**src/rtl/key_event_tx_if.sv**
```systemverilog
// Key-code stream between the button front-end and the recency tracker.
// Producer drives valid/code, consumer drives ready; a transfer happens on valid && ready.
interface key_event_tx_if;
    logic       valid;
    logic       ready;
    logic [2:0] code;

    modport master (output valid, output code, input ready);
    modport slave  (input valid, input code, output ready);
endinterface

```
**src/rtl/key_event_tx.sv**
```systemverilog
// Four-button synchronizer/debouncer feeding a FWFT key-code FIFO and a valid/ready stream.
// Optional macro KEY_REPEAT_EN adds auto-repeat while exactly one button is held.
module key_event_tx #(
    parameter int DEBOUNCE_CYCLES = 16,
    parameter int FIFO_DEPTH      = 4,
    parameter int REPEAT_CYCLES   = 1024
) (
    input  logic                  clk,
    input  logic                  rst,
    input  logic                  b1,
    input  logic                  b2,
    input  logic                  b3,
    input  logic                  b4,
    input  logic                  ovf_clr,
    key_event_tx_if.master        evt,
    output logic [4:0]            level,
    output logic                  ovf
);

    localparam int             DW      = $clog2(DEBOUNCE_CYCLES + 1);
    localparam int             AW      = $clog2(FIFO_DEPTH);
    localparam logic [DW-1:0]  DB_LAST = DW'(DEBOUNCE_CYCLES - 1);
    localparam logic [4:0]     DEPTH5  = 5'(FIFO_DEPTH);

    logic [3:0]    btn_raw;
    logic [3:0]    sync1_q, sync2_q;
    logic [3:0]    stable_q, stable_d;
    logic [3:0]    press_q, press_d;
    logic [3:0]    pending_q, pending_d;
    logic [DW-1:0] cnt_q [4];
    logic [DW-1:0] cnt_d [4];
    logic [AW-1:0] wr_ptr_q, wr_ptr_d, rd_ptr_q, rd_ptr_d;
    logic [4:0]    level_q, level_d;
    logic          ovf_q, ovf_d;
    logic [2:0]    fifo_mem [FIFO_DEPTH];
    logic [3:0]    grant, set_req, rpt_set;
    logic          wr_en, pop, drop, full, valid_int;
    logic [2:0]    wr_code;

    assign btn_raw = {b4, b3, b2, b1};

    // Counter only advances while the synchronized input disagrees with the stable bit.
    always_comb begin
        for (int i = 0; i < 4; i++) begin
            stable_d[i] = stable_q[i];
            press_d[i]  = 1'b0;
            cnt_d[i]    = '0;
            if (sync2_q[i] != stable_q[i]) begin
                if (cnt_q[i] == DB_LAST) begin
                    stable_d[i] = ~stable_q[i];
                    press_d[i]  = ~stable_q[i];
                end else begin
                    cnt_d[i] = cnt_q[i] + 1'b1;
                end
            end
        end
    end

`ifdef KEY_REPEAT_EN
    localparam int RW = $clog2(REPEAT_CYCLES + 1);
    logic [RW-1:0] rpt_cnt_q, rpt_cnt_d;
    logic          one_held;

    assign one_held = (stable_q != 4'd0) && ((stable_q & (stable_q - 4'd1)) == 4'd0);

    always_comb begin
        rpt_cnt_d = '0;
        rpt_set   = 4'd0;
        if (one_held) begin
            if (rpt_cnt_q == RW'(REPEAT_CYCLES - 1)) begin
                rpt_set = stable_q;
            end else begin
                rpt_cnt_d = rpt_cnt_q + 1'b1;
            end
        end
    end

    always_ff @(posedge clk or negedge rst) begin
        if (!rst) begin
            rpt_cnt_q <= '0;
        end else begin
            rpt_cnt_q <= rpt_cnt_d;
        end
    end
`else
    logic unused_repeat_cycles;
    assign unused_repeat_cycles = ^REPEAT_CYCLES;
    assign rpt_set = 4'd0;
`endif

    assign set_req   = press_q | rpt_set;
    assign full      = (level_q == DEPTH5);
    assign valid_int = (level_q != 5'd0);
    assign pop       = valid_int && evt.ready;

    // A request landing on a bit that is being enqueued this cycle is kept, not dropped.
    always_comb begin
        grant   = 4'd0;
        wr_code = 3'd0;
        if (!full) begin
            for (int i = 0; i < 4; i++) begin
                if (pending_q[i] && (grant == 4'd0)) begin
                    grant[i] = 1'b1;
                    wr_code  = 3'(i + 1);
                end
            end
        end
        wr_en     = (grant != 4'd0);
        pending_d = (pending_q & ~grant) | set_req;
        drop      = ((set_req & pending_q & ~grant) != 4'd0);
        ovf_d     = drop ? 1'b1 : (ovf_clr ? 1'b0 : ovf_q);
        wr_ptr_d  = wr_ptr_q + AW'(wr_en);
        rd_ptr_d  = rd_ptr_q + AW'(pop);
        case ({wr_en, pop})
            2'b10:   level_d = level_q + 5'd1;
            2'b01:   level_d = level_q - 5'd1;
            default: level_d = level_q;
        endcase
    end

    always_ff @(posedge clk or negedge rst) begin
        if (!rst) begin
            sync1_q   <= 4'd0;
            sync2_q   <= 4'd0;
            stable_q  <= 4'd0;
            press_q   <= 4'd0;
            pending_q <= 4'd0;
            wr_ptr_q  <= '0;
            rd_ptr_q  <= '0;
            level_q   <= 5'd0;
            ovf_q     <= 1'b0;
            for (int i = 0; i < 4; i++) cnt_q[i] <= '0;
        end else begin
            sync1_q   <= btn_raw;
            sync2_q   <= sync1_q;
            stable_q  <= stable_d;
            press_q   <= press_d;
            pending_q <= pending_d;
            wr_ptr_q  <= wr_ptr_d;
            rd_ptr_q  <= rd_ptr_d;
            level_q   <= level_d;
            ovf_q     <= ovf_d;
            for (int i = 0; i < 4; i++) cnt_q[i] <= cnt_d[i];
        end
    end

    // Storage holds data only; occupancy and pointers decide what is visible.
    always_ff @(posedge clk) begin
        if (wr_en) fifo_mem[wr_ptr_q] <= wr_code;
    end

    assign evt.valid = valid_int;
    assign evt.code  = valid_int ? fifo_mem[rd_ptr_q] : 3'd0;
    assign level     = level_q;
    assign ovf       = ovf_q;

endmodule

```
**src/flat_wrapper.sv**
```systemverilog
// flat-port wrapper written by rule: the top's interface ports become plain ports
module key_event_tx_flat 
#(
    parameter int DEBOUNCE_CYCLES = 16,
    parameter int FIFO_DEPTH      = 4,
    parameter int REPEAT_CYCLES   = 1024
)
  (clk, rst, b1, b2, b3, b4, ovf_clr, level, ovf, evt_valid, evt_code, evt_ready);
  key_event_tx_if evt_i ();
  input  logic clk;
  input  logic rst;
  input  logic b1;
  input  logic b2;
  input  logic b3;
  input  logic b4;
  input  logic ovf_clr;
  output logic [4:0] level;
  output logic ovf;
  output wire logic [$bits(evt_i.valid)-1:0] evt_valid;
  output wire logic [$bits(evt_i.code)-1:0] evt_code;
  input wire logic [$bits(evt_i.ready)-1:0] evt_ready;
  assign evt_valid = evt_i.valid;
  assign evt_code = evt_i.code;
  assign evt_i.ready = evt_ready;
  key_event_tx #(.DEBOUNCE_CYCLES(DEBOUNCE_CYCLES), .FIFO_DEPTH(FIFO_DEPTH), .REPEAT_CYCLES(REPEAT_CYCLES)) u_core (.clk(clk), .rst(rst), .b1(b1), .b2(b2), .b3(b3), .b4(b4), .ovf_clr(ovf_clr), .evt(evt_i), .level(level), .ovf(ovf));
endmodule
```
**config.mk**
```make
export PLATFORM = sky130hd
export DESIGN_NAME = key_event_tx_flat
export DESIGN_NICKNAME = d
export VERILOG_FILES = /design/src/rtl/key_event_tx_if.sv /design/src/rtl/key_event_tx.sv /design/src/flat_wrapper.sv
export SDC_FILE = /design/constraint.sdc
export NUM_CORES = 1
export LEC_CHECK = 0
export CAP_MARGIN = 20
export CORE_UTILIZATION = 57
export CTS_BUF_LIST = sky130_fd_sc_hd__clkbuf_16
export CTS_CLUSTER_DIAMETER = 40
export CTS_CLUSTER_SIZE = 20
export DETAILED_ROUTE_END_ITERATION = 8
export PLACE_DENSITY = 0.84
export REMOVE_ABC_BUFFERS = 1
export SLEW_MARGIN = 30
export SYNTH_ARGS = -nofsm -noshare
export SYNTH_HDL_FRONTEND = slang
export SYNTH_SLANG_ARGS = --single-unit
```
**constraint.sdc**
```tcl
create_clock -name clk -period 3.7 [get_ports clk]
set_clock_uncertainty 0.2 [all_clocks]
set_input_delay 0.925 -clock clk [delete_from_list [all_inputs] [get_ports clk]]
set_output_delay 0.925 -clock clk [all_outputs]
set_load 0.03 [all_outputs]
```
==> results of run 1 <==
## how the worst max path moves through the flow
stage | from | end | slack (ns)
after floorplan | u_core.level[1]$_DFFE_PN0P_ | u_core.level[4]$_DFFE_PN0P_ | 0.65
after global placement | evt_ready | u_core.level[4]$_DFFE_PN0P_ | 0.42
after detailed placement | evt_ready | u_core.level[4]$_DFFE_PN0P_ | 0.34
after CTS | u_core.level[1]$_DFFE_PN0P_ | evt_code[1] | 0.14
after global routing | u_core.level[1]$_DFFE_PN0P_ | evt_code[1] | 0.07
final | u_core.level[1]$_DFFE_PN0P_ | evt_code[1] | 0.18
## final cells by class
cell class,instances,area (um^2)
fill,297,1280
tap,52,65.1
timing repair buffer,18,173
clock buffer,9,225
inverter,10,37.5
sequential,62,1610
multi-input combinational,124,936
clock inverter,7,55.1
## cell families (layout without fill, tap and decap cells)
kind of cell / count (synthesis) / in the layout / share of synthesized area (%)
and+or+nand+nor: 65 / 65 / 14.3
adders and majority gates: 9 / 9 / 4.33
AOI/OAI and AO/OA: 22 / 22 / 5.87
xor gates and xnor gates: 20 / 20 / 6.73
buffers and inverters: 12 / 44 / 2.07
DFF: 62 / 62 / 62.0
muxes: 8 / 8 / 4.76
## sequential cells by signal, indices dropped and copies added (netlist names)
name              flops
u_core.wr_ptr_q       2
u_core.stable_q       4
u_core.press_q        4
u_core.pending_q      4
u_core.sync2_q        4
u_core.rd_ptr_q       2
u_core.cnt_q         20
u_core.ovf            1
u_core.sync1_q        4
u_core.fifo_mem      12
u_core.level          5
## placed cells by master (no fill, tap or decap), types with 2 or more instances in the layout
master,count
clkdlybuf4s50_1,16
o21ai_0,5
dfrtp_1,50
nor4b_1,4
mux2_2,5
clkinv_1,4
and2_1,4
clkbuf_16,9
ha_1,9
nor2_1,20
nor3b_1,3
edfxtp_1,12
nor2b_1,6
clkinv_2,2
and3_1,5
a21o_1,2
mux4_2,3
inv_1,10
nor3_1,4
or3_1,2
a21oi_1,5
xor2_1,19
nand3_1,8
nand2_1,4
## cells in the mapped netlist, types with 3 or more instances
library cell  count  area share, %
ha_1              9            4.3
xor2_1           19            6.4
nor3b_1           3           0.87
nor3_1            4           0.77
edfxtp_1         12             14
inv_1            10            1.4
nor4b_1           4            1.3
nor2_1           20            2.9
dfrtp_1          50             48
and2_1            4           0.96
and3_1            5            1.2
a21oi_1           5           0.96
nand3_1           8            1.5
mux4_2            3            2.6
nor2b_1           6            1.4
mux2_2            5            2.2
o21ai_0           5           0.96
nand2_1           4           0.58
## report_power, final
group          internal (mW)  leakage (nW)  switching (mW)
registers              0.752         0.737          0.0878
clock network          0.508         0.139           0.270
logic                  0.178         0.558           0.183
total                   1.44          1.43           0.541
## per-stage QoR
step / hold slack (ns) / power (mW) / util, %
floorplan: 0.131 / 1.08 / -
global placement: 0.132 / 1.21 / 64.4
detailed placement: 0.136 / 1.22 / 64.4
CTS: 0.143 / 2.00 / 70.8
global route: 0.152 / 2.08 / 70.8
finish: 0.144 / 1.98 / 70.8
## routing by layer
metal	track usage, %	up-vias	share of wire (%)
met3	7.41	11	4.1
met2	30.2	31	49
met4	10.2	0	2.2
li1	-	749	-
met5	0	-	0
met1	25.7	740	45
==> metrics, run 1 <==
status completed; Tmin final 3.52 ns; YS warnings 0; synthesis-stage register bit count 62; Mean Syn Cell Area 13.1 um^2; FFs w/ async S/R, synth 80.6%; global-route wire length before repair 7270 um; critical path's top delay family simple AND/OR/NAND/NOR gates; Hold Path Stages 0; Hold Crit Class flip-flop to flip-flop; leakage 1.43 nW; CP Depth 4; R2R depth 10; Final Instance Area 0.00310 mm^2; Max VDD drop 0.359 mV; Worst Path Class, Setup flip-flop to output port; CTS tree yes; ys flop type dfrtp_1; crit path capture type output port; die area 0.00484 mm^2; RSZ-0062 raised after global routing false; P&R area growth vs syn 19.3%; Routability Congestion 0.753; top achievable clock speed 0.284 GHz; CP startpoint kind flip-flop; Place WS 0.343 ns; CTS clk-pin slew, worst paths 0.05 ns; post-synthesis sequential area ratio 62.0%; DP HPWL 2650 um; Buffers & Inverters on Critical Path 1; initial antenna violation count 0; dpl cell area 0.00282 mm^2; post_cts resized 0; ant diodes 0; setup TNS 0 ns; NumNets Final 242; H-tree levels 3; Clock Latency Late Sink 0.32 ns; Clock Root Buffer clkbuf_16; number of port buffers 17; Max-Cap Viols 0; Tot GR Track Use 20.1%; Placed Instances 266; TritonCTS buffer count 9; max-slew violations 0; post-route setup slack 0.178 ns; worst-case clock buffer depth 2; Critical Path, Cell by Cell or3_4 > nor3_1 > nor2b_1 > clkdlybuf4s50_1; Reg2Reg Capture Point u_core.level[4]$_DFFE_PN0P_; routed len/inst 14.5 um; R2R setup slack 0.43 ns; vias per cell 5.43; Min-Delay Endpoint u_core.sync2_q[0]$_DFF_PN0_; Crit path required time 2.57 ns; post-CTS setup buffer count 0; Post-synth EDFFs 12; post-route clock period utilization 95.2%; Mapped Area 0.00260 mm^2; vias in the first global route 1573; slowest stage delay, CP 0.61 ns; Worst Path Max Fanout 9; Final ANT Viol Nets 0; Final Setup Violations 0; Starting Density 59.3%; Die Height 69.6 um; drt pass-1 iters 4; Final Hold Violating Endpoints 0; Netlist cell types 38; slew at the pin closest to its max-slew limit 0.726 ns; hold_buf cts 0; core area 0.00438 mm^2; CP arrival 2.40 ns; share of cells above drive strength 1 12.2%; Finished Layout Cells 282; power density cells 638 mW/mm^2; CTS sink cnt 62; min-delay src u_core.sync1_q[0]$_DFF_PN0_; DRC viols 0; Rows 24; Max-slew headroom 51.6%; largest net degree at the start of global routing 33; Die Width 69.6 um; Detailed Route WL 4090 um; worst flop-to-flop path startpoint u_core.level[1]$_DFFE_PN0P_; Detailed Route Iter0 Violations 93; via count 1531; grt ovf 0; slowest stage cell, crit path clkdlybuf4s50_1; Ports 18; Synth Instances 198
No activity file was read; power rests on OpenSTA's default activity.
==> run 2, diff against run 1 <==
- CELL_PAD_IN_SITES_DETAIL_PLACEMENT: not set -> 1
- CELL_PAD_IN_SITES_GLOBAL_PLACEMENT: not set -> 1
- CORE_UTILIZATION: 57 -> 47
- PLACE_DENSITY: 0.84 -> 0.83
- REMOVE_ABC_BUFFERS: 1 -> not set
- clock period: 3.7 -> 3.85 ns (I/O delays scaled with it)
==> run 2 against run 1 <==
Worst hold slack improved by 0.0054 ns. Critical path type unchanged. Sequential share of layout area decreased by 0.93 points. Utilization decreased by 10 points. Cell area increased by 1.8%. Largest cell class unchanged. Non-clock buffer count unchanged. Power increased by 1.7%. Clock-buffer cell count unchanged.
==> metrics, run 2 (synthesized netlist as in run 1, its figures left out) <==
Final Setup Violations 0 (unchanged); Clock Latency Late Sink 0.33 ns (was 0.32 ns); Final ANT Viol Nets 0 (unchanged); crit path to evt_code[2] (was evt_code[1]); NumNets Final 242 (unchanged); most frequent cells in the layout 50 x dfrtp_1, 20 x nor2_1, 19 x xor2_1 (unchanged); max-slew violations 0 (unchanged); DP HPWL 3150 um (was 2650 um); RSZ-0062 raised after global routing false (unchanged); vias in the first global route 1748 (was 1573); Max-Cap Viols 0 (unchanged); R2R depth 10 (unchanged); Crit path required time 2.69 ns (was 2.57 ns); hold_buf cts 0 (unchanged); post-route clock period utilization 92.5%; Die Width 76.4 um (was 69.6 um); Starting Density 50.0% (was 59.3%); status completed (unchanged); multi-input combinational cell area 936 um^2 (unchanged); power density cells 637 mW/mm^2 (was 638 mW/mm^2); worst-case clock buffer depth 2 (unchanged); CTS tree yes (unchanged); initial antenna violation count 0 (unchanged); P&R area growth vs syn 21.5% (was 19.3%); CP startpoint u_core.level[1]$_DFFE_PN0P_ (unchanged); top achievable clock speed 0.281 GHz; Max-slew headroom 58.9% (was 51.6%); share of cells above drive strength 1 13.5% (was 12.2%); Total Power 2.01 mW (was 1.98 mW); post_cts resized 0 (unchanged); die area 0.00584 mm^2 (was 0.00484 mm^2); Detailed Route WL 4820 um (was 4090 um); Tot GR Track Use 19.8% (was 20.1%); Worst Path Max Fanout 9 (unchanged); ant diodes 0 (unchanged); Max VDD drop 0.471 mV (was 0.359 mV); Detailed Route Iter0 Violations 84 (was 93); CTS sink cnt 62 (unchanged); Tmin final 3.56 ns; DRC viols 0 (unchanged); via count 1572 (was 1531); Clock Root Buffer clkbuf_16 (unchanged); syn nets 215; R2R setup slack 0.55 ns (was 0.43 ns); worst flop-to-flop path startpoint u_core.level[1]$_DFFE_PN0P_ (unchanged); max reg flops 20 (unchanged); global-route wire length before repair 8560 um (was 7270 um); Worst Path Class, Setup flip-flop to output port (unchanged); Ports 18 (unchanged); # fillers 525 (was 297); Die Height 76.4 um (was 69.6 um); routed len/inst 16.1 um (was 14.5 um); Routability Congestion 0.742 (was 0.753); Rows 26 (was 24); grt ovf 0 (unchanged); Hold Crit Class flip-flop to flip-flop (unchanged); setup TNS 0 ns (unchanged); TritonCTS buffer count 9 (unchanged); slew at the pin closest to its max-slew limit 0.616 ns (was 0.726 ns); CP arrival 2.40 ns (about the same); commonest non-fill, non-tap cell in the layout dfrtp_1 (unchanged); core area 0.00520 mm^2 (was 0.00438 mm^2); H-tree levels 3 (unchanged); register area 0.00161 mm^2 (unchanged); largest net degree at the start of global routing 30 (was 33); vias per cell 5.24 (was 5.43); leakage 1.44 nW (was 1.43 nW); Biggest register u_core.cnt_q (unchanged); drt pass-1 iters 4 (unchanged); crit path capture type output port (unchanged); CP startpoint kind flip-flop (unchanged); post-CTS setup buffer count 0 (unchanged); Final Hold Violating Endpoints 0 (unchanged); number of port buffers 17 (unchanged); Reg2Reg Capture Point u_core.level[4]$_DFFE_PN0P_ (unchanged); CTS clk-pin slew, worst paths 0.05 ns (about the same)
run 2: cell types whose count changed in the layout (fill, tap and decap cells not counted), sizes merged:
cell      before  now
clkinvlp       0    2
bufinv         1    2
clkinv         6    3
run 2: power breakdown:
group | internal [mW] | switching, mW | leakage (nW)
Combinational | 0.172 | 0.185 | 0.558
Clock | 0.561 | 0.284 | 0.149
Sequential | 0.722 | 0.0892 | 0.737
Total | 1.46 | 0.559 | 1.44
run 2: stage by stage:
step	worst slack (ns)	hold WS [ns]	instance area (um^2)	utilization (%)	instances
floorplan	0.704	0.131	2600	-	198
global placement	0.514	0.133	2850	54.7	284
detailed placement	0.391	0.140	2850	54.7	284
CTS	0.213	0.152	3160	60.7	300
global route	0.149	0.156	3160	60.7	300
finish	0.290	0.149	3160	60.7	300
run 2: layer usage:
layer / global-route usage (%) / routed length (um)
met2: 32.0 / 2440
met1: 23.7 / 2080
met4: 12.7 / 130
met5: 0 / 0
met3: 4.67 / 162
run 2: critical path, cell delays in order (launching register included):
cell and delay (ns):
dfrtp_1 0.48, or3_4 0.44, nor3_1 0.43, nor2b_1 0.11, clkdlybuf4s50_1 0.62
run 2: how the worst min path moves through the flow:
stage | to | depth (start not counted) | slack, ns | start
6_report | u_core.sync2_q[0]$_DFF_PN0_ | 0 | 0.15 | u_core.sync1_q[0]$_DFF_PN0_
5_1_grt | u_core.sync2_q[3]$_DFF_PN0_ | 0 | 0.16 | u_core.sync1_q[3]$_DFF_PN0_
4_1_cts | u_core.sync2_q[3]$_DFF_PN0_ | 0 | 0.15 | u_core.sync1_q[3]$_DFF_PN0_
3_5_place_dp | u_core.sync2_q[1]$_DFF_PN0_ | 0 | 0.14 | u_core.sync1_q[1]$_DFF_PN0_
3_3_place_gp | u_core.sync2_q[2]$_DFF_PN0_ | 0 | 0.13 | u_core.sync1_q[2]$_DFF_PN0_
2_1_floorplan | u_core.sync2_q[0]$_DFF_PN0_ | 0 | 0.13 | u_core.sync1_q[0]$_DFF_PN0_
run 2: layout make-up:
class	count	area share, %
clock buffers	9	7.13
inverters	10	1.19
multi-input cells	124	29.6
repair buffers	18	5.47
clock inverters	7	2.81
flip-flops and latches	62	51.0
well taps	70	2.77
==> run 3, diff against run 2 <==
- CORE_UTILIZATION: 47 -> 43
- CTS_CLUSTER_DIAMETER: 40 -> 150
- PLACE_DENSITY: 0.83 -> 0.8
- SLEW_MARGIN: 30 -> 15
- clock period: 3.85 -> 2.96 ns (I/O delays scaled with it)
==> run 3 against run 2 <==
Non-clock buffer count increased by 10. First-iteration DRC count decreased by 45%. Combinational power increased by 59%. Sequential power increased by 26%. Critical path type unchanged. Critical endpoint is now evt_code[0]. Highest routed layer unchanged.
==> metrics, run 3 (synthesized netlist as in run 1, its figures left out) <==
worst flop-to-flop path startpoint u_core.level[4]$_DFFE_PN0P_ (was u_core.level[1]$_DFFE_PN0P_); slew at the pin closest to its max-slew limit 0.539 ns (was 0.616 ns); DP HPWL 3320 um (was 3150 um); routed len/inst 15.8 um (was 16.1 um); R2R setup slack 0.19 ns (was 0.55 ns); crit path capture type output port (unchanged); Worst Path Class, Setup flip-flop to output port (unchanged); vias in the first global route 1850 (was 1748); Top Layer Used met4 (unchanged); P&R area growth vs syn 23.6% (was 21.5%); net switching fraction of the power 28.1% (was 27.7%); Rows 27 (was 26); Detailed Route Iter0 Violations 46 (was 84); global-route wire length before repair 8560 um (unchanged); Starting Density 45.8% (was 50.0%); TritonCTS buffer count 9 (unchanged); dpl cell area 0.00293 mm^2 (was 0.00285 mm^2); Reg2Reg Capture Point u_core.level[3]$_DFFE_PN0P_ (was u_core.level[4]$_DFFE_PN0P_); DRC viols 0 (unchanged); met3 wire length 162 um (unchanged); Max VDD drop 0.448 mV (was 0.471 mV); power density cells 799 mW/mm^2 (was 637 mW/mm^2); top achievable clock speed 0.357 GHz; vias per cell 5.14 (was 5.24); Clock Root Buffer clkbuf_16 (unchanged); Flop pwr share 39.6% (was 40.3%); Tmin final 2.80 ns; largest net degree at the start of global routing 22 (was 30); Internal Power 1.85 mW (was 1.46 mW); H-tree levels 3 (unchanged); CTS tree yes (unchanged); Die Width 79.8 um (was 76.4 um); post-route clock period utilization 94.6%; Max-slew headroom 64.0% (was 58.9%); Clock Latency Late Sink 0.33 ns (about the same); max-slew violations 0 (unchanged); leakage 1.49 nW (was 1.44 nW); Final Instance Area 0.00322 mm^2 (was 0.00316 mm^2); syn nets 215 (unchanged); # fillers 597 (was 525); via count 1604 (was 1572); Tot GR Track Use 18.7% (was 19.8%); Final Hold Violating Endpoints 0 (unchanged); drt pass-1 iters 2 (was 4); Worst Path Max Fanout 4 (was 9); die area 0.00636 mm^2 (was 0.00584 mm^2); share of cells above drive strength 1 17.5% (was 13.5%); Ports 18 (unchanged); grt ovf 0 (unchanged); CP arrival 1.86 ns (was 2.40 ns); Total Power 2.57 mW (was 2.01 mW); Crit path required time 2.02 ns (was 2.69 ns); core area 0.00568 mm^2 (was 0.00520 mm^2); max reg flops 20 (unchanged); Final ANT Viol Nets 0 (unchanged); number of port buffers 17 (unchanged); Hold Crit Class flip-flop to flip-flop (unchanged); initial antenna violation count 0 (unchanged); CTS sink cnt 62 (unchanged); Max-Cap Viols 0 (unchanged); commonest non-fill, non-tap cell in the layout dfrtp_1 (unchanged); Routability Congestion 0.767 (was 0.742); most frequent cells in the layout 49 x dfrtp_1, 20 x nor2_1, 19 x xor2_1 (was 50 x dfrtp_1, 20 x nor2_1, 19 x xor2_1); CTS clk-pin slew, worst paths 0.05 ns (about the same); Comb power frac 22.0% (was 17.7%); worst-case clock buffer depth 2 (unchanged); Biggest register u_core.cnt_q (unchanged); P_sw 0.721 mW (was 0.559 mW); Min-Delay Endpoint u_core.sync2_q[0]$_DFF_PN0_ (unchanged); Die Height 79.8 um (was 76.4 um); status completed (unchanged); met1 wire length 2150 um (was 2080 um); ant diodes 0 (unchanged); CP startpoint kind flip-flop (unchanged); Clock power frac 38.4% (was 42.0%); Hold Path Stages 0 (unchanged); min-delay src u_core.sync1_q[0]$_DFF_PN0_ (unchanged); Detailed Route WL 4930 um (was 4820 um); met2 WL 2510 um (was 2440 um); R2R depth 8 (was 10); Final Setup Violations 0 (unchanged); NumNets Final 252 (was 242); RSZ-0062 raised after global routing false (unchanged)
==> run 3: what timing repair did <==
item                                    in CTS  in global routing
buffers inserted                             0                  0
hold buffers                                 0                  0
endpoints found under the setup margin       4                  1
hold endpoints to repair                     0                  0
resized for setup                            4                  1
==> run 3: power groups by stage <==
| stage | logic (mW) | registers (mW) | clock network [mW] |
|---|---|---|---|
| 2_1_floorplan | 0.265 | 1.11 | 0 |
| 3_3_place_gp | 0.553 | 1.03 | 0 |
| 3_5_place_dp | 0.574 | 1.03 | 0 |
| 4_1_cts | 0.569 | 1.02 | 1.01 |
| 5_1_grt | 0.624 | 1.03 | 1.04 |
| 6_report | 0.566 | 1.02 | 0.986 |
==> run 3: critical path, cell delays in order, from the launching register on <==
cell           delay, ns
dfrtp_1             0.41
or3_4               0.44
nor3_2              0.16
buf_4               0.16
nor2b_1             0.04
dlygate4sd2_1       0.34
==> run 3: layout make-up <==
| type | count | area (um^2) | share of cell area, % |
|---|---|---|---|
| multi-input cells | 124 | 948 | 29.5 |
| flip-flops and latches | 62 | 1610 | 50.2 |
| repair buffers | 28 | 243 | 7.55 |
| clock inverters | 7 | 58.8 | 1.83 |
| well taps | 72 | 90.1 | 2.80 |
| inverters | 10 | 37.5 | 1.17 |
| clock buffers | 9 | 225 | 7.00 |
==> run 3: how the worst max path moves through the flow <==
stage | start | to | slack (ns) | cells past startpoint
after CTS | u_core.level[4]$_DFFE_PN0P_ | evt_code[2] | 0.13 | 5
final | u_core.level[4]$_DFFE_PN0P_ | evt_code[0] | 0.16 | 5
after global placement | evt_ready | u_core.level[3]$_DFFE_PN0P_ | 0.05 | 7
after detailed placement | evt_ready | u_core.level[4]$_DFFE_PN0P_ | -0.01 | 9
after global routing | u_core.level[4]$_DFFE_PN0P_ | u_core.level[2]$_DFFE_PN0P_ | 0.03 | 11
after floorplan | u_core.level[1]$_DFFE_PN0P_ | u_core.level[4]$_DFFE_PN0P_ | -0.008 | 12
==> run 3: stage by stage <==
step	setup WS [ns]	cells	hold WS (ns)	utilization, %	setup TNS (ns)
3_5_place_dp	-0.0114	296	0.136	51.6	-0.0114
6_report	0.159	312	0.146	56.7	0
3_3_place_gp	0.0505	296	0.133	51.6	0
5_1_grt	0.0323	312	0.163	56.7	0
2_1_floorplan	-0.00823	198	0.131	-	-0.00823
4_1_cts	0.134	312	0.148	56.5	0
==> run 3: metal layers <==
metal  track usage (%)  vias up
met4              10.0        0
met1              21.5      802
met2              31.5       26
li1                  -      767
met5                 0        -
met3              5.03        9
==> patch 1 (flow settings as in run 3) <==
`DEBOUNCE_CYCLES` is set to 16 in 2 places; all go to 8.
--- a/src/rtl/key_event_tx.sv
+++ b/src/rtl/key_event_tx.sv
@@ -3,3 +3,3 @@
 module key_event_tx #(
-    parameter int DEBOUNCE_CYCLES = 16,
+    parameter int DEBOUNCE_CYCLES = 8,
     parameter int FIFO_DEPTH      = 4,
--- a/src/flat_wrapper.sv
+++ b/src/flat_wrapper.sv
@@ -3,3 +3,3 @@
 #(
-    parameter int DEBOUNCE_CYCLES = 16,
+    parameter int DEBOUNCE_CYCLES = 8,
     parameter int FIFO_DEPTH      = 4,
Behaviour: no difference found for any inputs over 10 cycles, from zero or initial values and one cycle with rst low; that may be too few to reach the edited logic, so the function may still have changed.
==> patch 1 against run 3 <==
Total power is 7.5% higher. Sequential cell count is 4 lower. Final area is 6.2% lower. Synthesized area is 6.3% lower. Clock power is 12% lower. Via count is 5.2% lower. Wire length is 13% lower. Setup slack better by 0.043 ns.
==> patch 1: results (changes against run 3) <==
[synth]
synth_edf_count=12  ; unchanged
yosysSeqAreaShare_pct=62.0  ; +0.091 points
yosys.cell_types.count=34  ; -11%
async_reset_ff_share_pct=79.3  ; -1.3 points
ys_top_cells_by_count=dfrtp_1, edfxtp_1, nor2_1
synth_nets=200  ; -7.0%
avgSynthCellArea_sq_um=13.3  ; +1.3%
synthTopCellsByArea=dfrtp_1, edfxtp_1, ha_1
yosysWarnings=0  ; unchanged

[placed_design]
dp.cells=278  ; -6.1%
hpwl_um=2940  ; -11%
dp_slack_ns=-0.0314  ; -0.0200 ns
place.port_buffers=17  ; unchanged
place_congestion=0.768  ; +0.13%

[routing]
wl_met3_um=107  ; -34%
drt-vias-per-instance=5.17  ; +0.63%
met2_length_um=2130  ; -15%
wl_met1_um=1930  ; -10%
vias=1521  ; -5.2%
highest_layer=met4
wl_per_cell_um=14.6  ; -7.8%
drtIter0Drc=42  ; -8.7%

[cells_and_area]
drive_gt1_share_pct=16.7  ; -0.83 points
largest_reg_flops=16  ; -20%
nets=234  ; -7.1%
largest_register=u_core.cnt_q

[critical_path]
timing.critical_path.arrival_ns=2.76  ; +0.90 ns
worstPathMaxFanout=6  ; +2
crit_path_top_delay_cell=or3_4
max_stage_delay_ns=0.43

[worst_hold_path]
hold_path_class=input pin to async pin

[pwr]
p_leak_nw=1.35  ; -9.3%
peakVddDrop_mv=0.397  ; -11%

[cts]
clk_latency_ns=0.32
htree_levels=3  ; unchanged
cts-buffers-inserted=9  ; unchanged

[outcome]
status=complete, no violations

[global_route]
grt_pass1_wl_um=7710  ; -9.9%
grt_start_max_net_pins=24  ; +9.1%
grtUsageTotal_pct=17.3  ; -1.4 points
grt_pass1_vias=1595  ; -14%

[timing]
worst_slew_pin_slew_ns=0.520  ; -0.0194 ns

==> patch 1: changes by cell type after synthesis, sizes merged, moves of 3 or more <==
| cell | delta |
|---|---|
| xor2 | -14 |
| xnor2 | +10 |
| nor2 | -8 |
| nor3b | +7 |
| nand3b | +5 |
| and2 | -4 |
| dfrtp | -4 |
| nor3 | +4 |
| a21oi | +3 |
| and3 | -3 |
| nand3 | -3 |
| nor4b | -3 |
| o21ai | -3 |
==> patch 1: metrics by stage <==
stage	cell area, sq um	power (mW)	util [%]
after floorplan	2440	1.63	-
final	3020	2.76	55.1
after global routing	3020	2.93	55.1
after global placement	2750	1.87	50.2
after detailed placement	2750	1.90	50.2
after CTS	3010	2.79	54.9
==> patch 1: layout make-up <==
cell class	instances	area, sq um
timing repair buffer	25	224
tap	72	90.1
multi-input combinational	115	905
clock buffer	9	225
clock inverter	7	30.0
inverter	8	30.0
sequential	58	1510
fill	569	2460
==> patch 1: critical path: cells and delay by family, from the launching register on <==
| kind | cells | cell delay, ns |
|---|---|---|
| flip-flops | 1 | 0.38 |
| AO/OA/AOI/OAI | 3 | 0.65 |
| XOR/XNOR | 1 | 0.14 |
| adder cells (fa/ha/maj) | 1 | 0.24 |
| AND/OR/NAND/NOR | 3 | 1.02 |
==> patch 1: metal layers <==
layer,track usage (%),vias up
met5,0,-
met4,11.3,0
met3,3.57,12
met2,28.3,22
met1,20.6,765
li1,-,722
==> patch 1: worst paths after layout <==
kind	start	endpoint	slack (ns)
min in group clk	u_core.sync1_q[3]$_DFF_PN0_	u_core.sync2_q[3]$_DFF_PN0_	0.15
max in group asynchronous	rst	u_core.cnt_q[10]$_DFF_PN0_	1.96
hold / removal	rst	u_core.cnt_q[14]$_DFF_PN0_	0.06
hold reg to reg	u_core.sync1_q[3]$_DFF_PN0_	u_core.sync2_q[3]$_DFF_PN0_	0.15
setup reg to reg	u_core.level[0]$_DFFE_PN0P_	u_core.level[4]$_DFFE_PN0P_	0.20
setup / recovery	u_core.level[0]$_DFFE_PN0P_	u_core.level[4]$_DFFE_PN0P_	0.20
==> patch 1: cells by family (layout without fill, tap and decap cells) <==
logic type                 Yosys count  in the layout  share of synthesized area [%]
AOI/OAI and AO/OA                   22             22                           5.75
xor gates and xnor gates            16             16                           5.75
adders and majority gates            9              9                           4.62
buffers and inverters               10             49                           1.54
DFF                                 58             58                           62.0
muxes                                8              8                           5.08
and+or+nand+nor                     60             60                           15.2
==> patch 1: power by group <==
part,internal (mW),switching (mW),total [mW]
sequential,0.975,0.176,1.15
clock,0.546,0.323,0.869
combinational,0.369,0.372,0.741
total,1.89,0.872,2.76
==> patch 1: what timing repair did <==
item / in CTS / in global routing
setup endpoints to repair: 4 / 2
hold buffers: 0 / 0
gates resized for setup: 4 / 3
buffers inserted: 0 / 0
==> patch 2 (config.mk and constraints of run 3) <==
Without the edit above. `pending_q` no longer has a reset.
--- a/src/rtl/key_event_tx.sv
+++ b/src/rtl/key_event_tx.sv
@@ -126,3 +126,2 @@
             press_q   <= 4'd0;
-            pending_q <= 4'd0;
             wr_ptr_q  <= '0;
@@ -137,3 +136,2 @@
             press_q   <= press_d;
-            pending_q <= pending_d;
             wr_ptr_q  <= wr_ptr_d;
@@ -144,2 +142,6 @@
         end
+    end
+
+    always_ff @(posedge clk) begin
+        pending_q <= pending_d;
     end
Function: same outputs for any inputs over 10 cycles, from zero or initial values and one cycle with rst low; that may be too few to reach the edited logic, so the function may still have changed.
==> patch 2 against run 3 <==
Final area is 0.86% lower. Count of clock-buffer cells in the layout unchanged. Total power up 5.9%. Synthesized area shrank 0.77%. Sequential cell count did not move. Setup slack lost 0.013 ns. Wire length shrank 7.7%. Non-clock buffer count fell by 3. Critical path type unchanged.
==> patch 2: results (changes against run 3) <==
[synth]
synth_fa_ha_area_share_pct=4.36  ; +0.034 points
synthTopCellsByArea=dfrtp_1, edfxtp_1, xor2_1
synth_xor_area_share_pct=6.79  ; +0.052 points
synth_edf_count=12  ; unchanged
yosysSeqAreaShare_pct=61.7  ; -0.30 points
synth_compound_area_share_pct=5.91  ; +0.046 points
async_reset_ff_share_pct=74.2  ; -6.5 points
ys_top_cells_by_count=dfrtp_1, nor2_1, xor2_1
muxShareOfSynthArea_pct=4.80  ; +0.037 points
yosysWarnings=0  ; unchanged
yosys.cell_types.count=39  ; +2.6%

[cts]
cts_root_buf=clkbuf_16
clockBufferDepth=2  ; unchanged
cts_resized=4  ; unchanged

[critical_path]
worstPathMaxFanout=4  ; unchanged
crit_start=u_core.level[4]$_DFFE_PN0P_
r2r_end=u_core.level[4]$_DFFE_PN0P_
max_stage_delay_ns=0.43
r2r_slack_ns=0.17  ; -0.02 ns
crit_end=evt_code[2]
critPathTopFamily=simple AND/OR/NAND/NOR gates
timing.critical_path.arrival_ns=1.87
rr_worst_depth=10  ; +2

[cells_and_area]
antenna_cells=0  ; unchanged
nets=249  ; -1.2%
drive_gt1_share_pct=16.0  ; -1.5 points
largest_reg_flops=20  ; unchanged
largest_register=u_core.cnt_q

[outcome]
status=complete, no violations

[routing]
wl_per_cell_um=14.7  ; -6.8%
drt-vias-per-instance=5.25  ; +2.2%
drt_first_pass_iters=4  ; +2
drtIter0Drc=37  ; -20%
wirelength_um=4550  ; -7.7%

[timing]
period_needed_ns=2.81  ; +0.0134 ns
hold_ws_ns=0.146  ; -0.0000460 ns
worst_slew_pin_slew_ns=0.564  ; +0.0247 ns

[placed_design]
dp.cells=293  ; -1.0%
hpwl_um=3190  ; -4.0%
place_congestion=0.728  ; -5.1%
dp_slack_ns=-0.00280  ; +0.00863 ns
postPlaceCellArea_sq_um=2890  ; -1.5%
place.port_buffers=17  ; unchanged

[pwr]
peakVddDrop_mv=0.497  ; +11%
p_leak_nw=1.48  ; -0.17%

[worst_hold_path]
min_to=u_core.sync2_q[2]$_DFF_PN0_
hp-start=u_core.sync1_q[2]$_DFF_PN0_

[global_route]
grt_start_max_net_pins=47  ; +110%
grt_pass1_wl_um=8200  ; -4.3%
grt_pass1_vias=1757  ; -5.0%
grtUsageTotal_pct=17.6  ; -1.1 points

==> patch 2: layout make-up <==
class                           count  area (sq um)
Multi-Input combinational cell    124           941
Sequential cell                    62          1590
Clock inverter                      7          81.3
Tap cell                           72          90.1
Clock buffer                        9           225
Timing Repair Buffer               25           220
Fill cell                         561          2450
Inverter                           10          37.5
==> patch 2: metal layers <==
| layer | up-vias | share of wire [%] | routed length, um | track usage [%] |
|---|---|---|---|---|
| li1 | 760 | - | - | - |
| met1 | 825 | 44 | 1990 | 21.3 |
| met2 | 28 | 50 | 2290 | 28.5 |
| met3 | 10 | 3.8 | 174 | 5.49 |
| met4 | 0 | 2.1 | 97 | 8.18 |
| met5 | - | 0 | 0 | 0 |
==> patch 2: power by group <==
group | internal [mW] | leakage (nW) | switching, mW
clock | 0.723 | 0.159 | 0.341
sequential | 0.941 | 0.730 | 0.0866
combinational | 0.300 | 0.595 | 0.330
total | 1.96 | 1.48 | 0.757
